## src/rtl/sub_exerciser.sv

```systemverilog
// sub_exerciser: drives fixed and LFSR vectors into an attached
// subtractor and checks each result LAT+1 edges later.
module sub_exerciser #(
    parameter int          WIDTH   = 12,
    parameter int          LAT     = 1,
    parameter int          NUM_VEC = 16,
    parameter logic [11:0] SEED    = 12'hACE
) (
    input  logic             clk,
    input  logic             rst_n,
    input  logic             start,
    output logic [WIDTH-1:0] n1,
    output logic [WIDTH-1:0] n2,
    input  logic [WIDTH:0]   subtract,
    output logic             busy,
    output logic             done,
    output logic             pass,
    output logic [7:0]       err_count,
    output logic [7:0]       first_err_idx
);

    typedef enum logic [1:0] {
        IDLE,
        DRIVE,
        DRAIN,
        DONE
    } state_t;

    typedef struct packed {
        logic           v;
        logic [7:0]     k;
        logic [WIDTH:0] e;
    } ent_t;

    state_t           state;
    state_t           state_nxt;
    logic [7:0]       idx;
    logic [7:0]       nidx;
    logic [11:0]      lfsr;
    logic [11:0]      lfsr_rev;
    logic [WIDTH-1:0] vn1;
    logic [WIDTH-1:0] vn2;
    logic             run_go;
    logic             load;
    logic             chk_bad;
    ent_t             ent_in;
    ent_t             pipe [LAT+1];

    assign run_go  = ((state == IDLE) || (state == DONE)) && start;
    assign load    = (state_nxt == DRIVE);
    assign nidx    = (state == DRIVE) ? idx + 8'd1 : 8'd0;
    assign chk_bad = pipe[LAT].v && (subtract != pipe[LAT].e);

    // State register
    always_ff @(posedge clk or negedge rst_n) begin
        if (!rst_n) state <= IDLE;
        else        state <= state_nxt;
    end

    // Next-state: start only honoured when not busy
    always_comb begin
        state_nxt = state;
        unique case (state)
            IDLE:  if (start) state_nxt = DRIVE;
            DONE:  if (start) state_nxt = DRIVE;
            DRIVE: if (idx == 8'(NUM_VEC - 1)) state_nxt = DRAIN;
            DRAIN: if (idx == 8'(LAT)) state_nxt = DONE;
        endcase
    end

    // Status outputs decoded from state
    always_comb begin
        busy = (state == DRIVE) || (state == DRAIN);
        done = (state == DONE);
        pass = (state == DONE) && (err_count == 8'd0);
    end

    // Bit-reversed LFSR feeds the subtrahend
    always_comb begin
        lfsr_rev = '0;
        for (int i = 0; i < 12; i++) lfsr_rev[i] = lfsr[11-i];
    end

    // Vector about to be driven: fixed corner cases, then LFSR
    always_comb begin
        vn1 = '0;
        vn2 = '0;
        unique case (nidx)
            8'd0: begin vn1 = '0;            vn2 = '0;            end
            8'd1: begin vn1 = WIDTH'(10);    vn2 = WIDTH'(5);     end
            8'd2: begin vn1 = WIDTH'(60);    vn2 = WIDTH'(50);    end
            8'd3: begin vn1 = '0;            vn2 = WIDTH'(4095);  end
            8'd4: begin vn1 = WIDTH'(4095);  vn2 = '0;            end
            default: begin vn1 = WIDTH'(lfsr); vn2 = WIDTH'(lfsr_rev); end
        endcase
        ent_in.v = load;
        ent_in.k = nidx;
        ent_in.e = {1'b0, vn1} - {1'b0, vn2};
    end

    // Operand registers, vector index / drain counter and LFSR
    always_ff @(posedge clk or negedge rst_n) begin
        if (!rst_n) begin
            n1   <= '0;
            n2   <= '0;
            idx  <= 8'd0;
            lfsr <= SEED;
        end else begin
            n1 <= load ? vn1 : '0;
            n2 <= load ? vn2 : '0;
            if (load)                idx <= nidx;
            else if (state == DRAIN) idx <= idx + 8'd1;
            else                     idx <= 8'd0;
            if (run_go)
                lfsr <= SEED;
            else if (load && (nidx >= 8'd5))
                lfsr <= {lfsr[10:0], lfsr[11] ^ lfsr[5] ^ lfsr[3] ^ lfsr[0]};
        end
    end

    // Expected-value pipeline, valid tag gates every comparison
    always_ff @(posedge clk or negedge rst_n) begin
        if (!rst_n) begin
            for (int i = 0; i <= LAT; i++) pipe[i] <= '0;
        end else begin
            pipe[0] <= ent_in;
            for (int i = 1; i <= LAT; i++) pipe[i] <= pipe[i-1];
        end
    end

    // Error counter (saturating) and first failing index
    always_ff @(posedge clk or negedge rst_n) begin
        if (!rst_n) begin
            err_count     <= 8'd0;
            first_err_idx <= 8'hFF;
        end else if (run_go) begin
            err_count     <= 8'd0;
            first_err_idx <= 8'hFF;
        end else if (chk_bad) begin
            if (err_count != 8'hFF) err_count <= err_count + 8'd1;
            if (err_count == 8'd0)  first_err_idx <= pipe[LAT].k;
        end
    end

endmodule
```

## config.mk

```make
export PLATFORM = sky130hd
export DESIGN_NAME = sub_exerciser
export DESIGN_NICKNAME = d
export VERILOG_FILES = /design/src/rtl/sub_exerciser.sv
export SDC_FILE = /design/constraint.sdc
export NUM_CORES = 1
export LEC_CHECK = 0
export CAP_MARGIN = 20
export CORE_MARGIN = 10
export CORE_UTILIZATION = 35
export CTS_CLUSTER_SIZE = 8
export DETAILED_ROUTE_END_ITERATION = 10
export PLACE_DENSITY_LB_ADDON = 0.05
export SETUP_SLACK_MARGIN = 0.2
export SKIP_CTS_REPAIR_TIMING = 1
export SYNTH_ARGS = -nofsm -noshare
export SYNTH_HDL_FRONTEND = slang
export SYNTH_SLANG_ARGS = --single-unit
export TNS_END_PERCENT = 1
```

## constraint.sdc

```tcl
create_clock -name clk -period 4.1 [get_ports clk]
set_input_delay 0.82 -clock clk [delete_from_list [all_inputs] [get_ports clk]]
set_output_delay 0.82 -clock clk [all_outputs]
set_load 0.005 [all_outputs]
```

==> impl_metrics.yaml <==
hold_path:
  hp-class: "register to register"
  hold_path_depth: 0
cts:
  numCtsBuffers: 9
  clk_pin_slew_ns: 0.07
  clkLatencyLatePin_ns: 0.36
  htreeDepth: 3
  clockBufferDepth: 2
  cts_sinks: 106
  cts_tree: "built"
  clock-root-buffer: "clkbuf_16"
setup_path:
  r2r_cells: 14
  crit_type: "register to register"
  cp-start-kind: "register"
  endpoint_kind: "register"
  critPathMaxFanout: 14
  crit_required_ns: 4.38
  crit_arrival_ns: 3.91
floorplan:
  fp.dieH_um: 139
  coreArea_um2: 13900
  die_width_um: 139
  rows: 43
  io_pins: 59
  dieArea_um2: 19300
  start_util_pct: 35.7
sta:
  slew_viol_final: 0
  rsz0062_at_grt: "no"
  period_minus_slack_ns: 3.63
  setup_tns_ns: 0
  hold_viol: 0
  finalCritPeriodShare_pct: 88.4
  skew_ns: 0.00958
  setup_ws_ns: 0.474
  fmax_mhz: 276
  tightest_slew_ns: 0.933
  relSlewSlack_pct: 37.8
  setup_viol: 0
drt:
  final_antenna_net_count: 0
  firstDrtPassIters: 4
  wl_um: 11600
  avgViaCountPerCell: 4.88
  vias: 3395
  drc: 0
  drt_iter0_drc: 183
  wl_per_cell_um: 16.7
job:
  max_cap_violations: 0
layout:
  finalNonFillerCells: 695
  n_antenna_cell: 0
  syn_to_final_growth_pct: 23.2
  final_util_pct: 44.0
  fin_nets: 546
  drive_above_1_share_pct: 14.8
grt:
  grt_use_total_pct: 12.4
  grt_pass1_wl_um: 19500
  grt_pass1_vias: 3523
  overflow: 0
  antenna_found_initial: 0
  grt_max_degree: 75
synthesis:
  seq_area_frac_synth_pct: 53.9
  synth_cell_types: 66
  synth-adder-area-share_pct: 5.20
  yosys_register_bits: 106
  ys.warnings.count: 0
  synthFlopType: "dfrtp_1"
  synth-compound-area-share_pct: 12.4
  postSynthCellCount: 441
  synth_top_area_cell: "dfrtp_1"
  synth_area_um2: 4950
  synth.net_count: 477
  synth_top_family_by_area: "simple AND/OR/NAND/NOR gates"
  yosysTopAreaCellShare_pct: 46.0
  synth_simple_gate_area_share_pct: 15.7
  synth.area.top_cells: "dfrtp_1 (46%), dfstp_2 (8.0%), ha_1 (4.8%)"
  synth-edff-count: 0
  synth_area_per_cell_um2: 11.2
  synth-xor-area-share_pct: 6.01
  synth.area.mux_share_pct: 3.43
  synthArstFlopShare_pct: 100
power:
  p_int_mw: 3.32
  switching_share_pct: 39.9
  combPwrFrac_pct: 54.0
  p_clk_share_pct: 15.4
  irDropWorstVdd_uv: 320
  power_frac_seq_pct: 30.6
  power_density_nw_per_um2: 903
  power_switching_mw: 2.20
  leakagePower_nw: 2.71
  p_total_mw: 5.51
placed_design:
  port_buffers: 58
  dp_worst_setup_slack_ns: 0.341
  dp_hpwl_um: 8580
  place_inst: 679
  gp_congestion: 0.820
status:
  status: "completed"
## final cells by class
class / count / area, µm²
sequential: 106 / 2670
tap: 180 / 225
inverter: 18 / 67.6
fill: 1312 / 7770
clock buffer: 11 / 233
clock inverter: 5 / 55.1
timing repair buffer: 74 / 698
multi-input combinational: 301 / 2150
## power by group through the flow
| stage | combinational, mW | clock [mW] | sequential (mW) |
|---|---|---|---|
| floorplan | 2.10 | 0 | 1.65 |
| detailed placement | 3.00 | 0 | 1.71 |
| CTS | 3.02 | 0.883 | 1.69 |
| finish | 2.98 | 0.851 | 1.69 |
| global placement | 3.00 | 0 | 1.70 |
| global route | 3.37 | 0.914 | 1.73 |
## through the flow
step,instance area [µm²],hold WS [ns]
6_report,6110,0.349
5_1_grt,6110,0.361
4_1_cts,6070,0.348
3_5_place_dp,5780,0.335
3_3_place_gp,5780,0.333
2_1_floorplan,4950,0.331
## sequential cells by signal, indices dropped and copies added (netlist names)
| register | count |
|---|---|
| state | 2 |
| n2 | 12 |
| pipe | 44 |
| n1 | 12 |
| idx | 8 |
| first_err_idx | 8 |
| err_count | 8 |
| lfsr | 12 |
## placed cells by master, fill, tap and decap left out, types with 3 or more instances in the layout
cell type,netlist,routed
dfrtp_1,91,90
nor2_1,61,60
clkdlybuf4s50_1,0,57
nand3_1,19,19
xor2_1,18,18
nand2_1,18,18
mux2i_1,17,17
ha_1,19,17
buf_4,4,17
inv_1,16,16
xnor2_1,16,16
a21oi_1,17,16
dfstp_2,15,15
and2_1,10,10
nor3_1,9,9
o21ai_0,9,9
clkbuf_16,0,9
a21o_1,6,6
o21a_1,6,6
nand4_1,5,5
nor4_1,5,5
and3_1,5,5
a21oi_2,4,4
o21ai_1,3,3
o31ai_1,4,3
a22oi_2,3,3
nor2b_1,3,3
or3_1,3,3
## worst paths after layout
kind	startpoint	endpoint	slack [ns]
worst max-delay path	idx[0]	pipe[34]	0.47
worst min-delay path	pipe[26]	pipe[4]	0.35
worst max register to register	idx[0]	pipe[34]	0.47
worst min register to register	pipe[26]	pipe[4]	0.35
max in group asynchronous	rst_n	lfsr[1]	2.63
min in group asynchronous	rst_n	err_count[0]	0.60
## cell usage after synthesis (10+ instances only)
cell type and n:
nand2_1 18, xor2_1 18, a21oi_1 17, dfrtp_1 91, mux2i_1 17, and2_1 10
inv_1 16, dfstp_2 15, xnor2_1 16, ha_1 19, nor2_1 61, nand3_1 19
## cell families after synthesis
logic type | after synthesis
AOI/OAI and AO/OA | 77
buffers and inverters | 34
DFF | 106
adders and majority gates | 20
muxes | 17
and+or+nand+nor | 153
xor gates and xnor gates | 34
## layer usage
layer	global-route usage, %	vias up	share of wire (%)
li1	-	1662	-
met1	17.3	1655	50
met2	17.6	68	44
met3	2.88	10	4.6
met4	5.82	0	1.5
met5	0	-	0
## worst max-delay path: stages, from the launching register on
cell	delay (ns)
dfrtp_1	0.39
buf_4	0.19
a211o_1	0.31
a21oi_2	0.22
o211ai_4	0.18
a22o_2	0.37
buf_4	0.21
a21o_1	0.21
ha_1	0.32
o21a_1	0.18
o21a_1	0.18
nand3_1	0.08
a31oi_1	0.05
or4b_1	0.52
a21oi_1	0.15
No activity file was read; power rests on OpenSTA's default activity.
